`config.mk`:
```
export PLATFORM = sky130hd
export DESIGN_NAME = stream_downsize
export DESIGN_NICKNAME = d
export VERILOG_FILES = /design/src/rtl/stream_downsize.sv
export SDC_FILE = /design/constraint.sdc
export NUM_CORES = 1
export LEC_CHECK = 0
export ABC_CLOCK_PERIOD_IN_PS = 1860
export CAP_MARGIN = 20
export CORE_MARGIN = 3
export CORE_UTILIZATION = 25
export DETAILED_ROUTE_END_ITERATION = 8
export DONT_BUFFER_PORTS = 1
export SYNTH_ARGS = -nofsm -noshare
export SYNTH_HDL_FRONTEND = slang
export SYNTH_SLANG_ARGS = --single-unit
```
`constraint.sdc`:
```
create_clock -name clk -period 1.86 [get_ports clk]
set_clock_uncertainty 0.05 [all_clocks]
set_input_delay 0.279 -clock clk [delete_from_list [all_inputs] [get_ports clk]]
set_output_delay 0.279 -clock clk [all_outputs]
set_load 0.05 [all_outputs]
```
`src/rtl/stream_downsize.sv`:
```
// stream_downsize: serializes kept lanes of a wide beat onto a narrow stream; define STREAM_DOWNSIZE_PREFETCH_EN for bubble-free reload
module stream_downsize #(
  parameter int T_DATA_WIDTH = 4,
  parameter int T_DATA_RATIO = 2
) (
  input  logic                    clk,
  input  logic                    rst,
  input  logic [T_DATA_WIDTH-1:0] s_data_i [T_DATA_RATIO],
  input  logic [T_DATA_RATIO-1:0] s_keep_i,
  input  logic                    s_last_i,
  input  logic                    s_valid_i,
  output logic                    s_ready_o,
  output logic [T_DATA_WIDTH-1:0] m_data_o,
  output logic                    m_last_o,
  output logic                    m_valid_o,
  input  logic                    m_ready_i
);
  localparam int iw = T_DATA_RATIO > 1 ? $clog2(T_DATA_RATIO) : 1;
  logic [T_DATA_WIDTH-1:0] data_q [T_DATA_RATIO];
  logic [T_DATA_RATIO-1:0] rem_q, rem_rest;
  logic                    last_q, final_lane, m_fire, s_fire;
  logic [iw-1:0]           lane;
  assign rem_rest   = rem_q & (rem_q - T_DATA_RATIO'(1));
  assign final_lane = (rem_q != '0) && (rem_rest == '0);
  assign m_valid_o  = ~rst & (rem_q != '0);
  assign m_fire     = m_valid_o & m_ready_i;
  assign s_fire     = s_valid_i & s_ready_o;
  assign m_data_o   = data_q[lane];
  assign m_last_o   = last_q & final_lane & m_valid_o;
`ifdef STREAM_DOWNSIZE_PREFETCH_EN
  assign s_ready_o  = ~rst & ((rem_q == '0) | (final_lane & m_fire));
`else
  assign s_ready_o  = ~rst & (rem_q == '0);
`endif
  // descending scan leaves the lowest pending lane selected
  always_comb begin
    lane = '0;
    for (int i = T_DATA_RATIO - 1; i >= 0; i--) if (rem_q[i]) lane = iw'(i);
  end
  always_ff @(posedge clk) begin
    if (rst) begin
      rem_q  <= '0;
      last_q <= 1'b0;
    end else if (s_fire) begin
      data_q <= s_data_i;
      rem_q  <= s_keep_i;
      last_q <= s_last_i;
    end else if (m_fire) begin
      rem_q  <= rem_rest;
    end
  end
endmodule

```
# --- Word-level counts from Yosys, hierarchy flattened ---
# Cells that the tools add are included.
totals:
  register_bits: 11
  ramBits: 0
  memories: 0
  out_inout_bits: 7
  in_bits: 15
  mem_bits_ro: 0
  latch_bits: 0
op_classes:
  reduce_logical: 6
  n_div: 0
  add_sub_neg: 1
  mul: 0
  eq_ne: 0
  shift: 0
  bitwise_logic: 9
  n_mux: 7
  n_lt_le_gt_ge: 1
op_table:
  columns: ["op", "count"]
  rows:
  - ["$mux W4", 3]
  - ["$and A1 B1 Y1", 6]
  - ["$logic_not A2 Y1", 2]
  - ["$mux W2", 2]
  - ["$reduce_bool A2 Y1", 2]
  - ["$and A2 B2 Y2", 1]
  - ["$ge A2 B2 Y1 const B", 1]
  - ["$mux W1", 2]
  - ["$not A1 Y2", 1]
  - ["$reduce_and A2 Y1", 1]
  - ["$sub A2 B1 Y2 const B", 1]
  - ["$logic_and A1 B1 Y1", 1]
  - ["$not A1 Y1", 1]

# --- Logic depth before layout (Yosys ltp) ---
# Gate-level depths: netlist of the first run.
depth:
  ltp_word: 6
  depth_mapped: 5
  depth_no_buf: 5

# --- Least setup slack after synthesis of the first run ---
# No wires, ideal clock.
synth_timing:
  kind: "register -> output"
  startpoint: "register rem_q[0]"
  endpoint: "output port m_last_o"
  slack_ns: -0.363
  stages_incl_launch_ff: 5
  arrival_time_ns: 1.894
  cell_sequence: "dfxtp_1 inv_1 ha_1 nor2_1 and3_1"
synth_rtl:
  columns: ["element", "line", "source"]
  rows:
  - ["start, declared", "20", "logic [T_DATA_RATIO-1:0] rem_q, rem_rest;"]
  - ["start signal, assigned", "46", "rem_q <= s_keep_i;"]
  - ["start signal, assigned", "49", "rem_q <= rem_rest;"]
  - ["$reduce_bool A2 Y1", "25", "assign m_valid_o = ~rst & (rem_q != '0);"]
  - ["$and A1 B1 Y1", "25", null]
  - ["via m_valid_o", "15", "output logic m_valid_o,"]
  - ["$and A1 B1 Y1", "29", "assign m_last_o = last_q & final_lane & m_valid_o;"]
  - ["end, declared", "14", "output logic m_last_o,"]
# The timed path passes the listed nets, and every way through them passes these cells.

# --- Worst setup path in the final report of the first run ---
layout_timing:
  startpoint: "register rem_q[0]"
  endpoint: "output port m_data_o[3]"
layout_via:
  elab_chain_len: 5
layout_rtl:
  columns: ["element", "line", "source"]
  rows:
  - ["$mux W1", "38", "for (int i = T_DATA_RATIO - 1; i >= 0; i--) if (rem_q[i]) lane = iw'(i);"]
  - ["$not A1 Y2 (not written as such)", "28", "assign m_data_o = data_q[lane];"]
  - ["$mux W4 (not written as such) (3 in series)", "28", null]
  - ["end, declared", "13", "output logic [T_DATA_WIDTH-1:0] m_data_o,"]
# Every way passes these cells. The select of a mux whose other input is x is not followed.

==> results.sh, run 1 <==
export IMPL_worstReg2RegStart="rem_q[0]$_SDFFE_PP0P_"
export IMPL_synth_cell_types=15
export IMPL_cp_slowest_cell="mux2_2"
export IMPL_synth_seq_cells=11
export IMPL_clk_pin_slew_ps=70
export IMPL_slew_headroom_pct=82.1
export IMPL_grt_pass1_wl_mm=1.25
export IMPL_drc=0
export IMPL_first_iter_violations=6
export IMPL_fill_cells=188
export IMPL_rsz0062_at_grt="no"
export IMPL_ioPinCount=22
export IMPL_dpl_hpwl_um=640
export IMPL_numCtsBuffers=3
export IMPL_grt_pass1_vias=274
export IMPL_cts_setup_buffers=0
export IMPL_fp_dieH_um=49.6
export IMPL_avgSynthCellArea_um2=13.5
export IMPL_core_mm2=0.00176
export IMPL_ys_seq_area_share_pct=63.3
export IMPL_finalPower_mw=0.585
export IMPL_outcome="complete, no violations"
export IMPL_overflow=0
export IMPL_cp_depth=3
export IMPL_met2_usage_pct=10.4
export IMPL_holdWs_ps=23.1
export IMPL_met1_usage_pct=5.87
export IMPL_clk_latency_ps=270
export IMPL_crit_required_ps=1530
export IMPL_tightest_slew_ps=270
export IMPL_tritoncts="done"
export IMPL_worstReg2RegEnd="data_q[0]$_DFFE_PP_"
export IMPL_dpl_cell_area_um2=552
export IMPL_final_setup_worst_slack_ps=89.7
export IMPL_dr_pass1_iters=4
export IMPL_pre_cts_ws_ps=365
export IMPL_crit_arrival_ps=1440
export IMPL_r2r_setup_slack_ps=420
export IMPL_critPathCaptureType="output pin"
export IMPL_initial_utilization_pct=26.9
export IMPL_num_vias=301
export IMPL_final_common_cell="edfxtp_1"
export IMPL_clock_path_buffers=2
export IMPL_antenna_found_initial=0
export IMPL_synth_nets=53
export IMPL_crit_end="m_data_o[3]"
export IMPL_syn_to_final_growth_pct=24.5
export IMPL_cp_startpoint="rem_q[0]$_SDFFE_PP0P_"
export IMPL_fin_area_um2=591
export IMPL_final_cell_mix="8 x edfxtp_1, 4 x mux2_2, 3 x clkbuf_4, 3 x dfxtp_1, 3 x buf_4"
export IMPL_path_max_fanout=4
export IMPL_gr_usage_all_layers_pct=7.12
export IMPL_p_leak_nw=0.213
export IMPL_ant_nets=0
export IMPL_power_density_mw_per_mm2=991
export IMPL_wl_um=831
export IMPL_row_count=15
export IMPL_top_usage_layer="met2"
export IMPL_yosysWarnings=0
export IMPL_fp_dieW_um=49.6
export IMPL_grt_max_degree=9
export IMPL_synth_cells=35
export IMPL_max_freq_ghz=0.565
export IMPL_path_class="flop to output pin"
export IMPL_dieArea_mm2=0.00246
export IMPL_hold_viol=0
export IMPL_drive_gt1_share_pct=31.8
export IMPL_max_vdd_ir_drop_mv=0.411
export IMPL_cp_slowest_stage_delay_ps=490
export IMPL_worstPathCellList="inv_1, ha_1, mux2_2"
export IMPL_final_max_slew_viol_count=0
export IMPL_synth_area_um2=474
export IMPL_holdCritStartpoint="rst"
export IMPL_vias_per_cell=4.36
export IMPL_cts_sinks=11
export IMPL_crit_family="multiplexers"
export IMPL_cp_start_kind="flop"
export IMPL_cts_root_buf="clkbuf_4"
export IMPL_gp_congestion=0.689
export IMPL_wire_per_inst_um=12.0
export IMPL_htree_levels=1
export IMPL_layout_min_cycle_time_ps=1770
export IMPL_cap_violations=0
export IMPL_grt_met3_usage_pct=7.55
export IMPL_crit_buf_inv=1
export IMPL_rr_worst_depth=5
export IMPL_setup_viol=0
export IMPL_fin_nets=63
export IMPL_tns_ps=0
export IMPL_portBuffers=0
export IMPL_finalCritPeriodShare_pct=95.2
export IMPL_diodes=0
export IMPL_hp_class="input pin to flop"
## synth_stat cells
master / count / area [um2]
nor2b_1: 2 / 12.5
o22ai_1: 1 / 6.26
inv_1: 2 / 7.51
nor2_1: 2 / 7.51
dfxtp_1: 3 / 60.1
ha_1: 3 / 37.5
edfxtp_1: 8 / 240
nand2_1: 2 / 7.51
a311oi_1: 1 / 8.76
nand3_1: 2 / 10.0
a21oi_1: 2 / 10.0
nand3b_1: 1 / 7.51
and3_1: 1 / 6.26
or2b_1: 1 / 7.51
mux2_2: 4 / 45.0
## how the worst min path moves through the flow
stage | end | slack, ps | depth (start not counted)
floorplan | last_q$_SDFFE_PP0P_ | 300 | 1
global placement | last_q$_SDFFE_PP0P_ | 300 | 1
detailed placement | rem_q[0]$_SDFFE_PP0P_ | 300 | 1
CTS | rem_q[0]$_SDFFE_PP0P_ | 5 | 1
global route | last_q$_SDFFE_PP0P_ | 4 | 1
finish | last_q$_SDFFE_PP0P_ | 20 | 1
## area by class of cell
cell class / instances / area [um2] / share of cell area, %
sequential: 11 / 300 / 50.8
multi-input combinational: 22 / 173 / 29.2
timing repair buffer: 5 / 52.6 / 8.90
tap: 25 / 31.3 / 5.30
clock buffer: 4 / 26.3 / 4.45
inverter: 2 / 7.51 / 1.27
## cell families after synthesis
| kind of cell | count (synthesis) | share of synthesized area (%) |
|---|---|---|
| muxes | 4 | 9.50 |
| AOI/OAI and AO/OA | 4 | 5.28 |
| adders and majority gates | 3 | 7.92 |
| buffers and inverters | 2 | 1.58 |
| DFF | 11 | 63.3 |
| and+or+nand+nor | 11 | 12.4 |
## where the power goes
part | switching (mW) | internal [mW] | total, mW
Sequential | 0.00621 | 0.282 | 0.288
Clock | 0.0729 | 0.0825 | 0.155
Combinational | 0.0978 | 0.0440 | 0.142
Total | 0.177 | 0.408 | 0.585
## per-stage QoR
stage	cells	utilization (%)
global route	69	33.5
global placement	64	31.3
CTS	68	32.8
detailed placement	64	31.3
finish	69	33.5
floorplan	35	-
## layer usage
metal	wire length, um	vias to the layer above	share of wire, %
met4	14	0	1.7
li1	-	147	-
met1	339	135	41
met5	0	-	0
met3	129	2	16
met2	347	17	42
## flip-flops by register name, summed over array words and instances, names as in the netlist
name	count
data_q	8
rem_q	2
last_q	1
## timing repair
item                       4_1_cts  5_1_grt
resized for setup                0        1
hold endpoints to repair         0        2
hold buffers                     0        1
setup endpoints to repair        0        1
No activity file was read; power rests on OpenSTA's default activity.
==> run 2: changes to the inputs <==
CTS_CLUSTER_SIZE = 28   (was default)
==> results of run 2 <==
Same layout as run 1: the final DEF is identical, and so are final timing and power.
==> run 3: changes to the inputs <==
PLACE_DENSITY_LB_ADDON = 0.05   (was default)
==> run 3 against run 2 <==
Effect of this change:
- flip-flop and latch count stayed put
- total power is 0.77% lower
- cell count is 1.4% lower
- via count is 5.0% lower
- fmax is 1.2% higher
- routed wire length is 2.3% lower
- clock-buffer cell count stayed put
- critical path depth stayed put
- combinational power hardly changed
- register-to-register slack hardly changed
- sequential power hardly changed
==> results.sh, run 3 (synthesis results as in run 1) <==
export IMPL_first_iter_violations=2
export IMPL_ioPinCount=22
export IMPL_cap_violations=0
export IMPL_fin_area_um2=581
export IMPL_cp_start_kind="flop"
export IMPL_drc=0
export IMPL_fill_cells=198
export IMPL_setup_viol=0
export IMPL_grt_max_degree=9
export IMPL_hold_viol=0
export IMPL_tritoncts="done"
export IMPL_gp_congestion=0.677
export IMPL_final_cell_mix="8 x edfxtp_1, 4 x mux2_2, 3 x clkbuf_4, 3 x dfxtp_1, 3 x buf_4"
export IMPL_row_count=15
export IMPL_finalCritPeriodShare_pct=94.0
export IMPL_crit_arrival_ps=1420
export IMPL_vias_per_cell=4.21
export IMPL_dpl_cell_area_um2=552
export IMPL_fp_dieH_um=49.6
export IMPL_hold_depth=1
export IMPL_clk_latency_ps=260
export IMPL_wire_per_inst_um=11.9
export IMPL_wl_um=812
export IMPL_grt_pass1_wl_mm=1.19
export IMPL_fin_nets=62
export IMPL_p_leak_nw=0.209
export IMPL_path_max_fanout=4
export IMPL_cp_slowest_cell="mux2_2"
export IMPL_numCtsBuffers=3
export IMPL_htree_levels=1
export IMPL_cp_depth=3
export IMPL_rr_worst_depth=5
export IMPL_diodes=0
export IMPL_critPathCaptureType="output pin"
export IMPL_core_mm2=0.00176
export IMPL_final_common_cell="edfxtp_1"
export IMPL_path_class="flop to output pin"
export IMPL_dr_pass1_iters=3
export IMPL_layout_min_cycle_time_ps=1750
export IMPL_crit_buf_inv=1
export IMPL_ant_nets=0
export IMPL_holdWs_ps=27.9
export IMPL_antenna_found_initial=0
export IMPL_worstPathCellList="inv_1, ha_1, mux2_2"
export IMPL_dieArea_mm2=0.00246
export IMPL_fp_dieW_um=49.6
export IMPL_rsz0062_at_grt="no"
export IMPL_largest_reg_flops=8
export IMPL_regMostFlops="data_q"
export IMPL_power_density_mw_per_mm2=1000
export IMPL_initial_utilization_pct=26.9
export IMPL_drive_gt1_share_pct=32.6
export IMPL_slew_headroom_pct=82.1
export IMPL_clock_path_buffers=2
export IMPL_cts_sinks=11
export IMPL_crit_family="multiplexers"
export IMPL_clk_pin_slew_ps=70
export IMPL_tns_ps=0
export IMPL_overflow=0
export IMPL_cts_root_buf="clkbuf_4"
export IMPL_outcome="complete, no violations"
export IMPL_hp_class="input pin to flop"
export IMPL_top_regs="data_q: 8 flops, rem_q: 2 flops, last_q: 1 flops"
export IMPL_tightest_slew_ps=269
export IMPL_num_vias=286
export IMPL_cp_slowest_stage_delay_ps=490
export IMPL_portBuffers=0
export IMPL_final_max_slew_viol_count=0
export IMPL_max_vdd_ir_drop_mv=0.548
export IMPL_grt_pass1_vias=250
export IMPL_syn_to_final_growth_pct=22.4
export IMPL_gr_usage_all_layers_pct=6.80
export IMPL_crit_required_ps=1530
export IMPL_max_freq_ghz=0.572
-- run 3: cell count changes in the layout (fill, tap and decap cells not counted), sizes merged --
cell / before / now
dlygate4sd3: 1 / 0
-- run 3: cell type report --
type                            instances  area [um2]  share of cell area (%)
Clock buffer                            4        26.3                    4.53
Inverter                                2        7.51                    1.29
Multi-Input combinational cell         22         173                    29.7
Sequential cell                        11         300                    51.7
Tap cell                               25        31.3                    5.39
Timing Repair Buffer                    4        42.5                    7.33
-- run 3: worst paths after layout --
kind,startpoint,to,slack [ps]
min reg2reg,last_q$_SDFFE_PP0P_,last_q$_SDFFE_PP0P_,400
max,rem_q[0]$_SDFFE_PP0P_,m_data_o[0],110
min,rst,rem_q[0]$_SDFFE_PP0P_,30
max reg2reg,rem_q[1]$_SDFFE_PP0P_,data_q[5]$_DFFE_PP_,430
-- run 3: worst reg2reg max path: cells and delay by family, from the launching register on --
kind,cells,cell delay (ps)
adder cells (fa/ha/maj),1,240
flip-flops,1,330
buffers and inverters,2,260
AND/OR/NAND/NOR,2,250
-- run 3: metrics by stage --
step	worst slack (ps)	cells	power (mW)	utilization, %
finish	111	68	0.581	32.9
CTS	69.0	68	0.591	32.8
global route	25.7	68	0.616	32.9
floorplan	3.71	35	0.408	-
detailed placement	372	64	0.434	31.3
global placement	371	64	0.434	31.3
-- run 3: routing by layer --
metal	global-route usage, %	vias up	share of wire [%]
met3	5.44	0	4.2
met2	10.8	8	53
li1	-	143	-
met1	7.55	135	42
met4	0	0	0
met5	0	-	0
-- run 3: power by group --
part	leakage (nW)	switching, mW	internal [mW]	total, mW
Clock	0.0150	0.0699	0.0827	0.153
Combinational	0.0947	0.0971	0.0427	0.140
Sequential	0.0989	0.00646	0.282	0.288
Total	0.209	0.174	0.407	0.581
-- run 3: what timing repair did --
action                                  in CTS  in global routing
hold buffers                                 0                  0
gates resized for setup                      0                  1
hold endpoints to repair                     0                  0
setup buffers                                0                  0
endpoints found under the setup margin       0                  1
